--- config.mk ---
export PLATFORM = sky130hd
export DESIGN_NAME = mc8051_mc_sequencer
export DESIGN_NICKNAME = d
export VERILOG_FILES = /design/src/rtl/mc8051_mc_sequencer_pkg.sv /design/src/rtl/mc8051_mc_rom.sv /design/src/rtl/mc8051_mc_sequencer.sv
export SDC_FILE = /design/constraint.sdc
export NUM_CORES = 1
export LEC_CHECK = 0
export BUFFER_PORTS_ARGS = -buffer_cell sky130_fd_sc_hd__buf_4
export CORE_ASPECT_RATIO = 1.25
export CORE_MARGIN = 2
export CORE_UTILIZATION = 45
export CTS_CLUSTER_SIZE = 8
export DETAILED_ROUTE_END_ITERATION = 16
export GPL_TIMING_DRIVEN = 0
export PLACE_DENSITY_LB_ADDON = 0.12
export SLEW_MARGIN = 20
export SYNTH_ARGS = -nofsm -noshare
export SYNTH_HDL_FRONTEND = slang
export SYNTH_SLANG_ARGS = --single-unit
--- constraint.sdc ---
create_clock -name i_clk -period 3.4 [get_ports i_clk]
set_input_delay 0.51 -clock i_clk [delete_from_list [all_inputs] [get_ports i_clk]]
set_output_delay 0.51 -clock i_clk [all_outputs]
set_load 0.01 [all_outputs]
--- src/rtl/mc8051_mc_sequencer_pkg.sv ---
// Shared types and microcode contents for the mc8051 microcode sequencer.
// The built-in ROM image is generated by mc_rom_entry() rather than loaded from a file.
package mc8051_mc_sequencer_pkg;

  localparam int OP_W_DEF        = 8;
  localparam int STAGE_W_DEF     = 2;
  localparam int MCODE_WIDTH_DEF = 64;
  localparam int PAYLOAD_W       = 62;

  // END sits at MCODE_WIDTH-1 and DEF at MCODE_WIDTH-2.
  localparam int MC_END_OFS = 1;
  localparam int MC_DEF_OFS = 2;

  localparam int unsigned ILLEGAL_OP = 32'hA5;
  localparam int unsigned MC_TAG     = 32'h5A;

  typedef enum logic {
    ST_IDLE = 1'b0,
    ST_RUN  = 1'b1
  } seq_state_e;

  typedef struct packed {
    logic                 end_f;
    logic                 def_f;
    logic [PAYLOAD_W-1:0] payload;
  } mc_entry_t;

  // Image: opcode op runs (op%4)+1 stages; when a 4-stage op has bit 2 set,
  // its last stage carries no END, so the stage limit is what terminates it.
  // 0xA5 is undefined: a DEF=0 NOP with END=1 at stage 0.
  function automatic mc_entry_t mc_rom_entry(input int unsigned stage,
                                             input int unsigned op,
                                             input int unsigned max_stages);
    mc_entry_t   e;
    int unsigned len;
    logic [PAYLOAD_W-1:0] pl;
    e   = '0;
    len = (op % 4) + 1;
    if (len > max_stages) len = max_stages;
    pl = (PAYLOAD_W'(MC_TAG) << 24) | (PAYLOAD_W'(stage) << 16) | PAYLOAD_W'(op);
    if (op == ILLEGAL_OP) begin
      if (stage == 0) begin
        e.end_f   = 1'b1;
        e.payload = pl;
      end
    end else if (stage < len) begin
      e.def_f   = 1'b1;
      e.end_f   = (stage == len - 1) && !((len == 4) && (((op >> 2) & 1) == 1));
      e.payload = pl;
    end
    return e;
  endfunction

endpackage

--- src/rtl/mc8051_mc_rom.sv ---
// Microcode ROM addressed by {stage, opcode}; read is registered into o_mc_b.
// A trap request replaces the read word with the END-only trap microword.
module mc8051_mc_rom
  import mc8051_mc_sequencer_pkg::*;
#(
  parameter int OP_W        = OP_W_DEF,
  parameter int STAGE_W     = STAGE_W_DEF,
  parameter int MCODE_WIDTH = MCODE_WIDTH_DEF
) (
  input  logic                   i_clk,
  input  logic                   i_rst_n,
  input  logic [STAGE_W-1:0]     i_rd_stage,
  input  logic [OP_W-1:0]        i_rd_op,
  input  logic                   i_load,
  input  logic                   i_clear,
  input  logic                   i_trap,
  output logic                   o_rd_def,
  output logic [MCODE_WIDTH-1:0] o_mc_b
);

  localparam logic [MCODE_WIDTH-1:0] TRAP_WORD = {1'b1, {(MCODE_WIDTH-1){1'b0}}};

  mc_entry_t              entry;
  logic [MCODE_WIDTH-1:0] rom_word;
  logic [MCODE_WIDTH-1:0] mc_q;

  always_comb begin
    entry    = mc_rom_entry(32'(i_rd_stage), 32'(i_rd_op), 32'(2**STAGE_W));
    rom_word = {entry.end_f, entry.def_f, (MCODE_WIDTH-2)'(entry.payload)};
    o_rd_def = entry.def_f;
  end

  always_ff @(posedge i_clk) begin
    if (!i_rst_n) begin
      mc_q <= '0;
    end else if (i_clear) begin
      mc_q <= '0;
    end else if (i_load) begin
      mc_q <= i_trap ? TRAP_WORD : rom_word;
    end
  end

  assign o_mc_b = mc_q;

endmodule

--- src/rtl/mc8051_mc_sequencer.sv ---
// mc8051 microcode sequencer: accepts an opcode, then steps stages until END or the stage limit.
// Optional feature: define MC_ILLEGAL_TRAP_EN to trap opcodes whose stage-0 entry has DEF=0.
module mc8051_mc_sequencer
  import mc8051_mc_sequencer_pkg::*;
#(
  parameter int OP_W        = OP_W_DEF,
  parameter int STAGE_W     = STAGE_W_DEF,
  parameter int MCODE_WIDTH = MCODE_WIDTH_DEF
) (
  input  logic                   i_clk,
  input  logic                   i_rst_n,
  input  logic [OP_W-1:0]        i_op,
  input  logic                   i_op_valid,
  output logic                   o_op_ready,
  input  logic                   i_stall,
  input  logic                   i_flush,
  output logic [MCODE_WIDTH-1:0] o_mc_b,
  output logic                   o_mc_valid,
  output logic [STAGE_W-1:0]     o_ci_stage,
  output logic                   o_last,
  output logic                   o_illegal,
  output seq_state_e             o_dbg_state
);

`ifdef MC_ILLEGAL_TRAP_EN
  localparam logic TRAP_EN = 1'b1;
`else
  localparam logic TRAP_EN = 1'b0;
`endif

  localparam logic [STAGE_W-1:0] STAGE_MAX = '1;

  seq_state_e         state_q, state_d;
  logic [OP_W-1:0]    op_q, op_d;
  logic [STAGE_W-1:0] stage_q, stage_d;
  logic               illegal_q, illegal_d;

  logic               run, accept;
  logic               start_new, advance, go_idle;
  logic               rom_trap, rd_def;
  logic [STAGE_W-1:0] rd_stage;
  logic [OP_W-1:0]    rd_op;

  // Handshake: an opcode transfers on a cycle where i_op_valid and o_op_ready are both high;
  // o_op_ready never depends on i_op_valid or i_op, and flush always withholds it.
  assign run        = (state_q == ST_RUN);
  assign o_last     = run & (o_mc_b[MCODE_WIDTH-MC_END_OFS] | (stage_q == STAGE_MAX));
  assign o_op_ready = ~i_flush & (~run | (o_last & ~i_stall));
  assign accept     = i_op_valid & o_op_ready;

  always_comb begin
    start_new = 1'b0;
    advance   = 1'b0;
    go_idle   = 1'b0;
    if (i_flush) begin
      go_idle = 1'b1;
    end else begin
      unique case (state_q)
        ST_IDLE: start_new = accept;
        ST_RUN: begin
          if (!i_stall) begin
            if (!o_last)     advance   = 1'b1;
            else if (accept) start_new = 1'b1;
            else             go_idle   = 1'b1;
          end
        end
        default: go_idle = 1'b1;
      endcase
    end
  end

  // Address for the ROM read that lands in o_mc_b on the next edge.
  always_comb begin
    rd_op    = start_new ? i_op : op_q;
    rd_stage = start_new ? '0 : (advance ? stage_q + STAGE_W'(1) : stage_q);
  end

  assign rom_trap = TRAP_EN & start_new & ~rd_def;

  always_comb begin
    state_d   = state_q;
    op_d      = op_q;
    stage_d   = stage_q;
    illegal_d = illegal_q;
    if (go_idle) begin
      state_d   = ST_IDLE;
      stage_d   = '0;
      illegal_d = 1'b0;
    end else if (start_new) begin
      state_d   = ST_RUN;
      op_d      = i_op;
      stage_d   = '0;
      illegal_d = rom_trap;
    end else if (advance) begin
      stage_d   = stage_q + STAGE_W'(1);
      illegal_d = 1'b0;
    end
  end

  always_ff @(posedge i_clk) begin
    if (!i_rst_n) begin
      state_q   <= ST_IDLE;
      op_q      <= '0;
      stage_q   <= '0;
      illegal_q <= 1'b0;
    end else begin
      state_q   <= state_d;
      op_q      <= op_d;
      stage_q   <= stage_d;
      illegal_q <= illegal_d;
    end
  end

  mc8051_mc_rom #(
    .OP_W        (OP_W),
    .STAGE_W     (STAGE_W),
    .MCODE_WIDTH (MCODE_WIDTH)
  ) u_rom (
    .i_clk      (i_clk),
    .i_rst_n    (i_rst_n),
    .i_rd_stage (rd_stage),
    .i_rd_op    (rd_op),
    .i_load     (start_new | advance),
    .i_clear    (go_idle),
    .i_trap     (rom_trap),
    .o_rd_def   (rd_def),
    .o_mc_b     (o_mc_b)
  );

  assign o_mc_valid  = run;
  assign o_ci_stage  = stage_q;
  assign o_illegal   = illegal_q;
  assign o_dbg_state = state_q;

endmodule
==> impl_metrics.csv <==
group,metric,value,unit
sta,setup_viol,0,
setup_path,path_max_fanout,10,
synthesis,synth-seq-cells,24,
finish,fin_area,2200,um^2
clock_network,ctsRootBufferMaster,"clkbuf_8",
clock_network,clock_latency,0.27,ns
die,rows,24,
clock_network,numCtsBuffers,3,
synthesis,synthAdderAreaFrac,0.0467,
die,start_util,0.465,
grt,overflow,0,
setup_path,cp-end-kind,"flip-flop",
die,ios,84,
setup_path,arrival,3.30,ns
setup_path,slowest_stage,"or3b_1",
sta,fin_crit,3.12,ns
flow_run,drv_cap,0,
finish,area_delta_synth_final,36.8,%
place,pre_cts_slack,-0.134,ns
clock_network,htreeDepth,1,
route,avgViaCountPerCell,4.20,
clock_network,cts.path.max_buffers,2,
synthesis,synthSimpleGateAreaFrac,0.167,
sta,hold_viol,0,
setup_path,slowest_delay,0.40,ns
clock_network,cts_tree,"built",
pwr,p_leak,1.15,nW
synthesis,synth_commonest_cells,"buf_4 (53), dfxtp_1 (24), and2_1 (12)",
setup_path,path_class,"flip-flop to flip-flop",
route,antenna_left,0,
grt,grt_max_degree,15,
die,core-area,3450,um^2
pwr,irDropWorstVdd,0.319,mV
pwr,p_seq_frac,0.417,
synthesis,synth_top_family_by_area,"buffers and inverters",
pwr,pwr-share-comb,0.226,
pwr,intPower,0.528,mW
pwr,p_switching,0.177,mW
synthesis,synth_edf_count,0,
setup_path,reg2reg_depth,13,
synthesis,syn_inst,173,
clock_network,cts.clk_slew.worst_paths,0.08,ns
sta,period_share,0.919,
setup_path,crit_chain,"ha_2, o21bai_2, a21oi_4, buf_6, mux2i_2, inv_1, ha_1, inv_1, ha_1, a21oi_1, nor2_1, or3b_1, o41ai_2",
route,drt-wirelength-per-cell,10.6,um
finish,diodes,0,
synthesis,synth.most_common_cell,"buf_4",
pwr,power.density,321,nW/um^2
finish,drive_gt1_frac,0.421,
sta,whs,0.454,ns
synthesis,synth-compound-area-share,0.123,
sta,worst_slack,0.277,ns
setup_path,setup.reg_to_reg.worst_slack,0.28,ns
sta,rsz0062_at_grt,"no",
sta,fmax,0.320,GHz
sta,drv_slew,0,
grt,grt_pass1_vias,1123,
synthesis,synthXorXnorAreaFrac,0.00545,
sta,worst_pin_slew,0.911,ns
synthesis,synth_ff_type,"dfxtp_1",
pwr,clockPowerShare,0.357,
setup_path,cp.buffers_inverters,3,
die,die-width,57.4,um
die,die-area,4070,um^2
setup_path,start_kind,"flip-flop",
sta,clock_skew,0.00428,ns
grt,antenna_found_initial,0,
synthesis,async_reset_ff_frac,0,
finish,fin_nets,281,
setup_path,cp.required,3.58,ns
clock_network,holdBufCountCts,0,
route,wirelength,3170,um
synthesis,synth_area,1610,um^2
pwr,p_sw_frac,0.251,
synthesis,yosys-top-cells-area,"dfxtp_1 (30%), buf_4 (25%), a32o_1 (5.0%)",
synthesis,syn_area_per_cell,9.29,um^2
synthesis,synthMuxAreaShare,0.0896,
worst_hold_path,holdPathStages,2,
place,place.gp.congestion,0.762,
synthesis,synth_cell_types,38,
place,dp_hpwl,2480,um
grt,grt.total_usage,0.152,
clock_network,clock_sinks,24,
synthesis,seq_area_frac_synth,0.299,
synthesis,synth-warning-count,0,
run_status,status,"finished clean",
route,drc,0,
setup_path,cp.depth,13,
sta,slew_headroom,0.387,
die,die_y,70.8,um
finish,post-route-util,0.637,
synthesis,synth_top_area_frac,0.299,
route,first_pass_iters,4,
worst_hold_path,hold_class,"flip-flop to flip-flop",
route,first_iter_violations,21,
place,port_buffers,34,
grt,grt_pass1_wl,5000,um
setup_path,crit_family,"adder cells",
place,placed_cell_area,2090,um^2
synthesis,synth_area_leader_cell,"dfxtp_1",
route,vias,1261,
through the flow:
stage	instances	TNS, ns	power [mW]
after global routing	300	0	0.730
after global placement	294	-0.244	0.451
final	300	0	0.705
after detailed placement	294	-0.644	0.453
after floorplan	221	0	0.416
after CTS	298	0	0.704
area by class of cell:
| cell class | instances | area, um^2 |
|---|---|---|
| buffer | 56 | 417 |
| multi-input combinational | 136 | 891 |
| inverter | 5 | 18.8 |
| clock inverter | 1 | 30.0 |
| fill | 337 | 1250 |
| clock buffer | 3 | 41.3 |
| sequential | 24 | 482 |
| tap | 39 | 48.8 |
| timing repair buffer | 36 | 270 |
per-layer routing:
metal	up-vias	wire length, um	track usage	part of all wire
met5	-	0	0	0
met2	48	1630	0.274	0.51
met3	4	235	0.0329	0.074
met4	0	39	0.0568	0.012
li1	668	-	-	-
met1	541	1260	0.171	0.40
path summary, 6_finish.rpt:
path / start / endpoint
max: o_ci_stage[0] / u_rom.o_mc_b[63]
min: u_rom.o_mc_b[17] / u_rom.o_mc_b[17]
max reg2reg: o_ci_stage[0] / u_rom.o_mc_b[63]
min reg2reg: u_rom.o_mc_b[17] / u_rom.o_mc_b[17]
layout by cell type (no fill, tap or decap), drive strengths merged, types with 2 or more instances in the layout:
cell type  count
and3           2
nand2          9
nand4b         3
inv            5
nand2b         4
clkbuf         4
mux2           7
ha             6
nor2           6
mux2i          4
o31a           2
conb          49
a32o           8
dfxtp         24
a21oi          7
and2          12
o21bai         2
buf           91
nor2b          2
tightest hold or removal path: stages, from the launching register on:
cell and delay (ns):
dfxtp_1 0.32, nand2_1 0.05, a21oi_1 0.05
sequential cells by signal (all words and copies together) (netlist names):
name          count
o_ci_stage        2
o_dbg_state       1
op_q              8
u_rom.o_mc_b     13
cells by family after synthesis:
group                      count (synthesis)
buffers and inverters                     61
other                                      1
and+or+nand+nor                           45
xor gates and xnor gates                   1
muxes                                     11
adders and majority gates                  6
DFF                                       24
AOI/OAI and AO/OA                         24
power by group through the flow:
stage / Sequential, mW / Combinational [mW] / Clock (mW)
floorplan: 0.301 / 0.116 / 0
detailed placement: 0.300 / 0.153 / 0
global route: 0.295 / 0.175 / 0.261
CTS: 0.294 / 0.155 / 0.255
finish: 0.294 / 0.159 / 0.252
global placement: 0.300 / 0.151 / 0
timing repair:
action	CTS	global route
endpoints found under the setup margin	9	11
pin swaps	0	1
setup buffers	0	2
resized for setup	2	4
No activity file was read; power rests on OpenSTA's default activity.
